<file path="src/rtl/ocx_dlx_xlx_tx_if.sv">
// TX-side bring-up sequencer between the DLx and the PHY. Waits for the PHY
// TX path to be stably ready, holds until the far end is ready (or we are
// told to send first), then lets the DLx transmit. A retrain request pulses
// the PHY TX datapath reset and watches for the PHY to acknowledge it.
module ocx_dlx_xlx_tx_if #(
  parameter int STABLE_CYCLES = 8,   // 2..256
  parameter int PULSE_CYCLES  = 8,   // 1..256
  parameter int DONE_TIMEOUT  = 255  // 1..255
) (
  input  logic       opt_gckn,
  input  logic       ocde,
  input  logic       gtwiz_reset_tx_done_in,
  input  logic       gtwiz_buffbypass_tx_done_in,
  input  logic       gtwiz_userclk_tx_active_in,
  input  logic       send_first,
  input  logic [7:0] io_pb_o0_rx_init_done,
  input  logic       dlx_tx_retrain_req,
  output logic       gtwiz_reset_tx_datapath_out,
  output logic       dlx_tx_start,
  output logic       tx_timeout_err,
  output logic [3:0] tx_loss_count,
  output logic [2:0] tx_state
);

  typedef enum logic [2:0] {
    TX_WAIT       = 3'b000,
    TX_HOLD       = 3'b001,
    TX_RUN        = 3'b010,
    TX_PULSE      = 3'b011,
    TX_PULSE_DONE = 3'b100
  } state_e;

  // Terminal counts; all three counters are 8 bits wide and every legal
  // parameter value minus one fits.
  localparam logic [7:0] STB_LAST = 8'(STABLE_CYCLES - 1);
  localparam logic [7:0] PLS_LAST = 8'(PULSE_CYCLES - 1);
  localparam logic [7:0] TMO_LAST = 8'(DONE_TIMEOUT - 1);

  state_e     state_q, state_d;
  logic [7:0] stable_q, stable_d;
  logic [7:0] pulse_q, pulse_d;
  logic [7:0] tmo_q, tmo_d;
  logic       err_q, err_d;
  logic [3:0] loss_q, loss_d;

  // PHY status is already in this clock domain, so no synchronizers.
  logic tx_ready, rx_all_done;
  assign tx_ready    = gtwiz_reset_tx_done_in & gtwiz_buffbypass_tx_done_in &
                       gtwiz_userclk_tx_active_in;
  assign rx_all_done = &io_pb_o0_rx_init_done;

  // Next state and counters. Counters default to zero so each one is
  // already cleared on entry to the state that uses it.
  always_comb begin
    state_d  = state_q;
    stable_d = '0;
    pulse_d  = '0;
    tmo_d    = '0;
    err_d    = err_q;
    loss_d   = loss_q;
    case (state_q)
      TX_WAIT: begin
        if (tx_ready) begin
          if (stable_q == STB_LAST) state_d = TX_HOLD;
          else                      stable_d = stable_q + 8'd1;
        end
      end
      TX_HOLD: begin
        if (!tx_ready)                      state_d = TX_WAIT;
        else if (send_first || rx_all_done) state_d = TX_RUN;
      end
      TX_RUN: begin
        // Losing ready wins; a coincident retrain request is simply dropped.
        if (!tx_ready) begin
          state_d = TX_WAIT;
          if (loss_q != 4'hF) loss_d = loss_q + 4'd1;
        end else if (dlx_tx_retrain_req) begin
          state_d = TX_PULSE;
        end
      end
      TX_PULSE: begin
        if (pulse_q == PLS_LAST) state_d = TX_PULSE_DONE;
        else                     pulse_d = pulse_q + 8'd1;
      end
      TX_PULSE_DONE: begin
        // PHY dropping both done lines is the acknowledge; it beats timeout.
        if (!gtwiz_reset_tx_done_in && !gtwiz_buffbypass_tx_done_in) begin
          state_d = TX_WAIT;
        end else if (tmo_q == TMO_LAST) begin
          state_d = TX_WAIT;
          err_d   = 1'b1;
        end else begin
          tmo_d = tmo_q + 8'd1;
        end
      end
      default: state_d = TX_WAIT;
    endcase
  end

  // State and counter registers; sticky error and loss count clear only on reset.
  always_ff @(posedge opt_gckn or negedge ocde) begin
    if (!ocde) begin
      state_q  <= TX_WAIT;
      stable_q <= '0;
      pulse_q  <= '0;
      tmo_q    <= '0;
      err_q    <= 1'b0;
      loss_q   <= '0;
    end else begin
      state_q  <= state_d;
      stable_q <= stable_d;
      pulse_q  <= pulse_d;
      tmo_q    <= tmo_d;
      err_q    <= err_d;
      loss_q   <= loss_d;
    end
  end

  // Outputs decode straight from the state register, so reset drops them at once.
  assign gtwiz_reset_tx_datapath_out = (state_q == TX_PULSE);
  assign dlx_tx_start                = (state_q == TX_RUN);
  assign tx_timeout_err              = err_q;
  assign tx_loss_count               = loss_q;
  assign tx_state                    = state_q;

endmodule

</file>
<file path="config.mk">
export PLATFORM = sky130hd
export DESIGN_NAME = ocx_dlx_xlx_tx_if
export DESIGN_NICKNAME = d
export VERILOG_FILES = /design/src/rtl/ocx_dlx_xlx_tx_if.sv
export SDC_FILE = /design/constraint.sdc
export NUM_CORES = 1
export LEC_CHECK = 0
export ABC_AREA = 1
export BUFFER_PORTS_ARGS = -buffer_cell sky130_fd_sc_hd__buf_2
export CORE_MARGIN = 10
export CORE_UTILIZATION = 50
export CTS_CLUSTER_SIZE = 20
export DETAILED_ROUTE_END_ITERATION = 7
export PLACE_DENSITY = 0.76
export SETUP_SLACK_MARGIN = 0.02
export SLEW_MARGIN = 20
export SYNTH_ARGS = -nofsm -noshare
export SYNTH_HDL_FRONTEND = slang
export SYNTH_SLANG_ARGS = --single-unit
</file>
<file path="constraint.sdc">
create_clock -name opt_gckn -period 1.34 [get_ports opt_gckn]
set_input_delay 0.402 -clock opt_gckn [delete_from_list [all_inputs] [get_ports opt_gckn]]
set_output_delay 0.402 -clock opt_gckn [all_outputs]
set_load 0.1 [all_outputs]
</file>
# Word-level counts from Yosys, hierarchy flattened
# Cells that the tools add are included.
[word_totals]
reg_bits = 32
wordCells = 55
inputBits = 15
out_inout_bits = 10
[op_classes]
mux = 18
n_eq_ne = 14
n_addsub = 4
bitwise_logic = 4
n_reduce_logical = 9
[op_table]
columns = ["cell", "n"]
rows = [
  ["2-to-1 mux 8 bit", 8],
  ["2-to-1 mux 3 bit", 9],
  ["adder 8 x 1 -> 8 bit, second input constant", 3],
  ["== test 8 x 3 -> 1 bit, second input constant", 2],
  ["one-hot mux 3 bit (5 select lines)", 1],
  ["inequality test 3 bit, second input constant", 3],
  ["== test 8 bit, second input constant", 1],
  ["AND reduction 8 bit", 1],
  ["== test 3 x 2 -> 1 bit, second input constant", 2],
  ["AND reduction 3 bit", 2],
  ["AND reduction 6 bit", 1],
  ["adder 4 x 1 -> 4 bit, second input constant", 1],
  ["inequality test 2 bit, second input constant", 2],
  ["inequality test 4 bit, second input constant", 1],
  ["== test 3 x 1 -> 1 bit, second input constant", 1],
  ["== test 3 bit, second input constant", 1],
  ["zero test 3 bit", 1],
  ["bitwise AND 1 bit", 2],
  ["zero test 1 bit", 2],
  ["inequality test 2 x 1 -> 1 bit, second input constant", 1],
  ["NOT 1 bit", 2],
  ["logical AND 1 bit", 1],
  ["logical OR 1 bit", 1],
]

# Depth between registers and ports, before layout
[logic_depth]
depth_word = 5
depth_mapped = 10

# Worst setup path before layout
# Ideal clock, no wire load.
[synth_timing]
path_type = "register to register"
start = "register state_q[1] (netlist: tx_state[1])"
end = "register loss_q[0] (netlist: tx_loss_count[0])"
path_slack_ns = -1.106
t_required_ns = 1.181
setup_time_ns = 0.159
synth_period_minus_slack_ns = 2.446
stages_incl_launch_ff = 5
t_arrival_ns = 2.287
path_cell_list = "dfrtp_1 -> nand3b_1 -> inv_1 -> nand3_2 -> xnor2_1"
[synth_between]
elab_chain_cells = 2
[synth_lines]
columns = ["item", "line_no", "source"]
rows = [
  ["start, declared", "39", "state_e state_q, state_d;"],
  ["start signal, assigned", "110", "state_q <= state_d;"],
  ["== test 3 x 2 -> 1 bit", "-", ""],
  ["net dlx_tx_start", "19", "output logic dlx_tx_start,"],
  ["AND reduction 3 bit (no line)", "-", ""],
  ["end signal, assigned", "115", "loss_q <= loss_d;"],
  ["end, declared", "44", "logic [3:0] loss_q, loss_d;"],
]
# The timed path passes the listed nets, and every way through them passes these cells.
# A chain may end at the register's enable or synchronous reset.

# Final worst setup path
[layout_timing]
start = "register state_q[0] (netlist: tx_state[0])"
end = "output gtwiz_reset_tx_datapath_out"
[layout_between]
elab_chain_cells = 1
[layout_lines]
columns = ["item", "line_no", "source"]
rows = [
  ["== test 3 x 2 -> 1 bit", "120", "assign gtwiz_reset_tx_datapath_out = (state_q == TX_PULSE);"],
  ["end, declared", "18", "output logic gtwiz_reset_tx_datapath_out,"],
]
# No other way between the ends.

==> results.json <==
{
  "synth_fa_ha_area_share_pct": 3.70,
  "ant_nets": 0,
  "root_buffer": "clkbuf_4",
  "grt_pass1_wl_um": 7480,
  "synthSimpleGateAreaFrac_pct": 33.2,
  "arrival_ns": 1.40,
  "final_nets": 300,
  "drive_above_1_share_pct": 44.8,
  "dieArea_mm2": 0.00611,
  "period_needed_ns": 1.80,
  "cp.required_ns": 0.94,
  "port_buffers": 24,
  "yosysTopAreaCellShare_pct": 47.4,
  "synthesis.nets": 230,
  "fin_crit_sh_pct": 135,
  "switchingPower_w": 0.000415,
  "synth-xor-area-share_pct": 4.15,
  "power_per_cell_area_mw_per_mm2": 678,
  "yosysWarnings": 0,
  "outcome": "complete, but fails checks",
  "cpMaxStageDelayCell": "dfrtp_4",
  "max_freq_ghz": 0.554,
  "ios": 25,
  "path_cells": "buf_4 > nand3_4 > clkinvlp_4 > buf_12",
  "synthArstFlopShare_pct": 100,
  "cts_tree": "done",
  "grt_usage_pct": 15.0,
  "synth_edf_count": 0,
  "ys_seq_area_share_pct": 47.4,
  "cp_num_buf_inv": 3,
  "pwr-share-seq_pct": 53.5,
  "avgSynthCellArea_um2": 8.05,
  "yosysUniqueCellTypes": 26,
  "ff2ff_setup_slack_ns": -0.43,
  "antenna_cells": 0,
  "firstDrtPassIters": 4,
  "hp-class": "in2async",
  "timing.rr.start": "tx_state[0]",
  "synth_compound_area_share_pct": 4.74,
  "ir_worst_vdd_uv": 551,
  "leakagePower_nw": 1.20,
  "cell_internal_pwr_w": 0.00140,
  "initial_core_util_pct": 51.1,
  "r2r_end": "tx_state[1]",
  "grt_max_degree": 26,
  "drc": 0,
  "first_global_vias": 1697,
  "syn_inst": 210,
  "syn2layout_area_growth_pct": 58.0,
  "slowest_delay_ns": 0.48,
  "register_area_um2": 817,
  "switching_share_pct": 22.9,
  "pwr-share-comb_pct": 5.3,
  "htreeDepth": 2,
  "core_region_area_mm2": 0.00331,
  "endpoint_kind": "primary output",
  "rsz0062_at_grt": "yes",
  "synth_top_family_by_area": "simple AND/OR/NAND/NOR gates",
  "num_rows": 21,
  "tightest_slew_ns": 0.472,
  "clock_path_buffers": 2,
  "hold_viol": 0,
  "cts_buffers": 5,
  "dp_hpwl_um": 2910,
  "grt-ovfl-total": 0,
  "critPathMaxFanout": 3,
  "yosysTopAreaCell": "dfrtp_1",
  "pre_cts_ws_ns": -0.0986,
  "wl_per_cell_um": 15.6,
  "r2r_cells": 11,
  "finalWirelength_um": 5090,
  "cpLargestDelayFamily": "flip-flops",
  "fill_cells": 195,
  "p_clk_share_pct": 41.2,
  "path_class": "reg2out",
  "setup_viol": 34,
  "setup_tns_ns": -7.30,
  "slew_viol_final": 0,
  "synth.area.top_cells": "dfrtp_1 47%, nor2_1 9.1%, nand2_1 7.1%",
  "clk-insertion-delay-late_ns": 0.36,
  "die_y_um": 78.1,
  "clock_skew_ns": 0.0210,
  "maxCapViolations": 0,
  "ys_ff_latch": 32,
  "die_x_um": 78.1,
  "drt-initial-drc-count": 108,
  "cp-start-kind": "flip-flop",
  "antenna_found_initial": 0,
  "timing.final.ws_setup_ns": -0.465,
  "slew_headroom_pct": 68.4,
  "ys.flop_type": "dfrtp_1",
  "muxShareOfSynthArea_pct": 0,
  "violations": "negative setup slack",
  "multiInputGateArea_um2": 966,
  "clk_pin_slew_ns": 0.12,
  "via_count": 1664,
  "gp_congestion": 0.789,
  "synth_area_mm2": 0.00169,
  "clock_sinks": 32,
  "vias_per_cell": 5.09
}
[per-layer routing]
metal	track usage [%]	wire (um)	vias to the layer above
met5	0	0	-
met4	7.35	239	0
met3	3.76	245	25
met2	27.6	2780	52
met1	15.5	1830	777
li1	-	-	810
[worst max-delay path by stage]
stage,start,depth (start not counted),to
2_1_floorplan,tx_state[2],6,tx_state[1]
3_3_place_gp,tx_state[0],3,dlx_tx_start
3_5_place_dp,tx_state[0],7,tmo_q[4]
4_1_cts,tx_state[2],4,dlx_tx_start
5_1_grt,tx_state[0],11,tx_state[1]
6_report,tx_state[0],4,gtwiz_reset_tx_datapath_out
[synth_stat cells (2+ instances only)]
master	number
a21oi_1	4
dfrtp_1	32
ha_1	5
inv_1	31
nand2_1	32
nand2_2	4
nand2_4	2
nand3_1	15
nand3_2	2
nand4_1	2
nor2_1	41
nor2_2	6
nor3_1	11
o21ai_0	5
xnor2_1	4
xor2_1	4
[sequential cells by signal, indices dropped and copies added (netlist names)]
| name | cells |
|---|---|
| stable_q | 8 |
| pulse_q | 8 |
| tx_state | 3 |
| tx_timeout_err | 1 |
| tmo_q | 8 |
| tx_loss_count | 4 |
[power by group through the flow]
stage / clock network [W] / logic (W) / registers (W)
after floorplan: 0 / 0.0000204 / 0.000995
after global placement: 0 / 0.0000852 / 0.000989
after detailed placement: 0 / 0.0000869 / 0.000989
after CTS: 0.000760 / 0.0000954 / 0.000969
after global routing: 0.000793 / 0.000106 / 0.000970
final: 0.000746 / 0.0000966 / 0.000969
[cells by family (layout without fill, tap and decap cells)]
family | count (synthesis) | count (layout)
flip-flops | 32 | 32
adder cells (fa/ha/maj) | 5 | 5
AO/OA/AOI/OAI | 14 | 14
XOR/XNOR | 8 | 8
AND/OR/NAND/NOR | 120 | 120
buffers and inverters | 31 | 102
[cells in the final DEF, fill, tap and decap left out, types with 3 or more instances in the layout]
| master | count |
|---|---|
| clkbuf_4 | 5 |
| buf_12 | 12 |
| o21ai_1 | 3 |
| xnor2_1 | 4 |
| nand3_4 | 3 |
| nor2_1 | 29 |
| dfrtp_2 | 4 |
| buf_6 | 10 |
| nor2_2 | 6 |
| a21oi_1 | 3 |
| ha_1 | 4 |
| nand2_1 | 25 |
| nor2_4 | 13 |
| xor2_1 | 4 |
| buf_2 | 14 |
| buf_4 | 26 |
| nand2_2 | 10 |
| nand2_4 | 3 |
| dfrtp_1 | 25 |
| nor3_1 | 8 |
| dfrtp_4 | 3 |
| nand3_1 | 12 |
| inv_1 | 26 |
[repair_timing]
action / in CTS / in global routing
cloned: 0 / 0
hold buffers: 1 / 0
resized for setup: 29 / 33
buffers inserted: 13 / 8
pin swaps: 10 / 14
setup endpoints to repair: 33 / 35
endpoints found under the hold margin: 7 / 0
[area by class of cell]
class	count	share of cell area, %
inverters	31	4.73
flip-flops and latches	32	30.6
repair buffers	63	23.5
clock buffers	6	1.55
well taps	46	2.15
clock inverters	2	1.31
multi-input cells	147	36.2
[through the flow]
stage          area [um^2]  std cells  power, W  hold WS, ns  util, %
2_1_floorplan         1730        210   0.00102        0.106        -
3_3_place_gp          2220        300   0.00107        0.263     67.2
3_5_place_dp          2220        300   0.00108        0.263     67.2
4_1_cts               2520        322   0.00182        0.389     76.0
5_1_grt               2670        327   0.00187        0.432     80.7
6_report              2670        327   0.00181        0.409     80.7
Note: power is estimated with default switching activity, not from simulation.
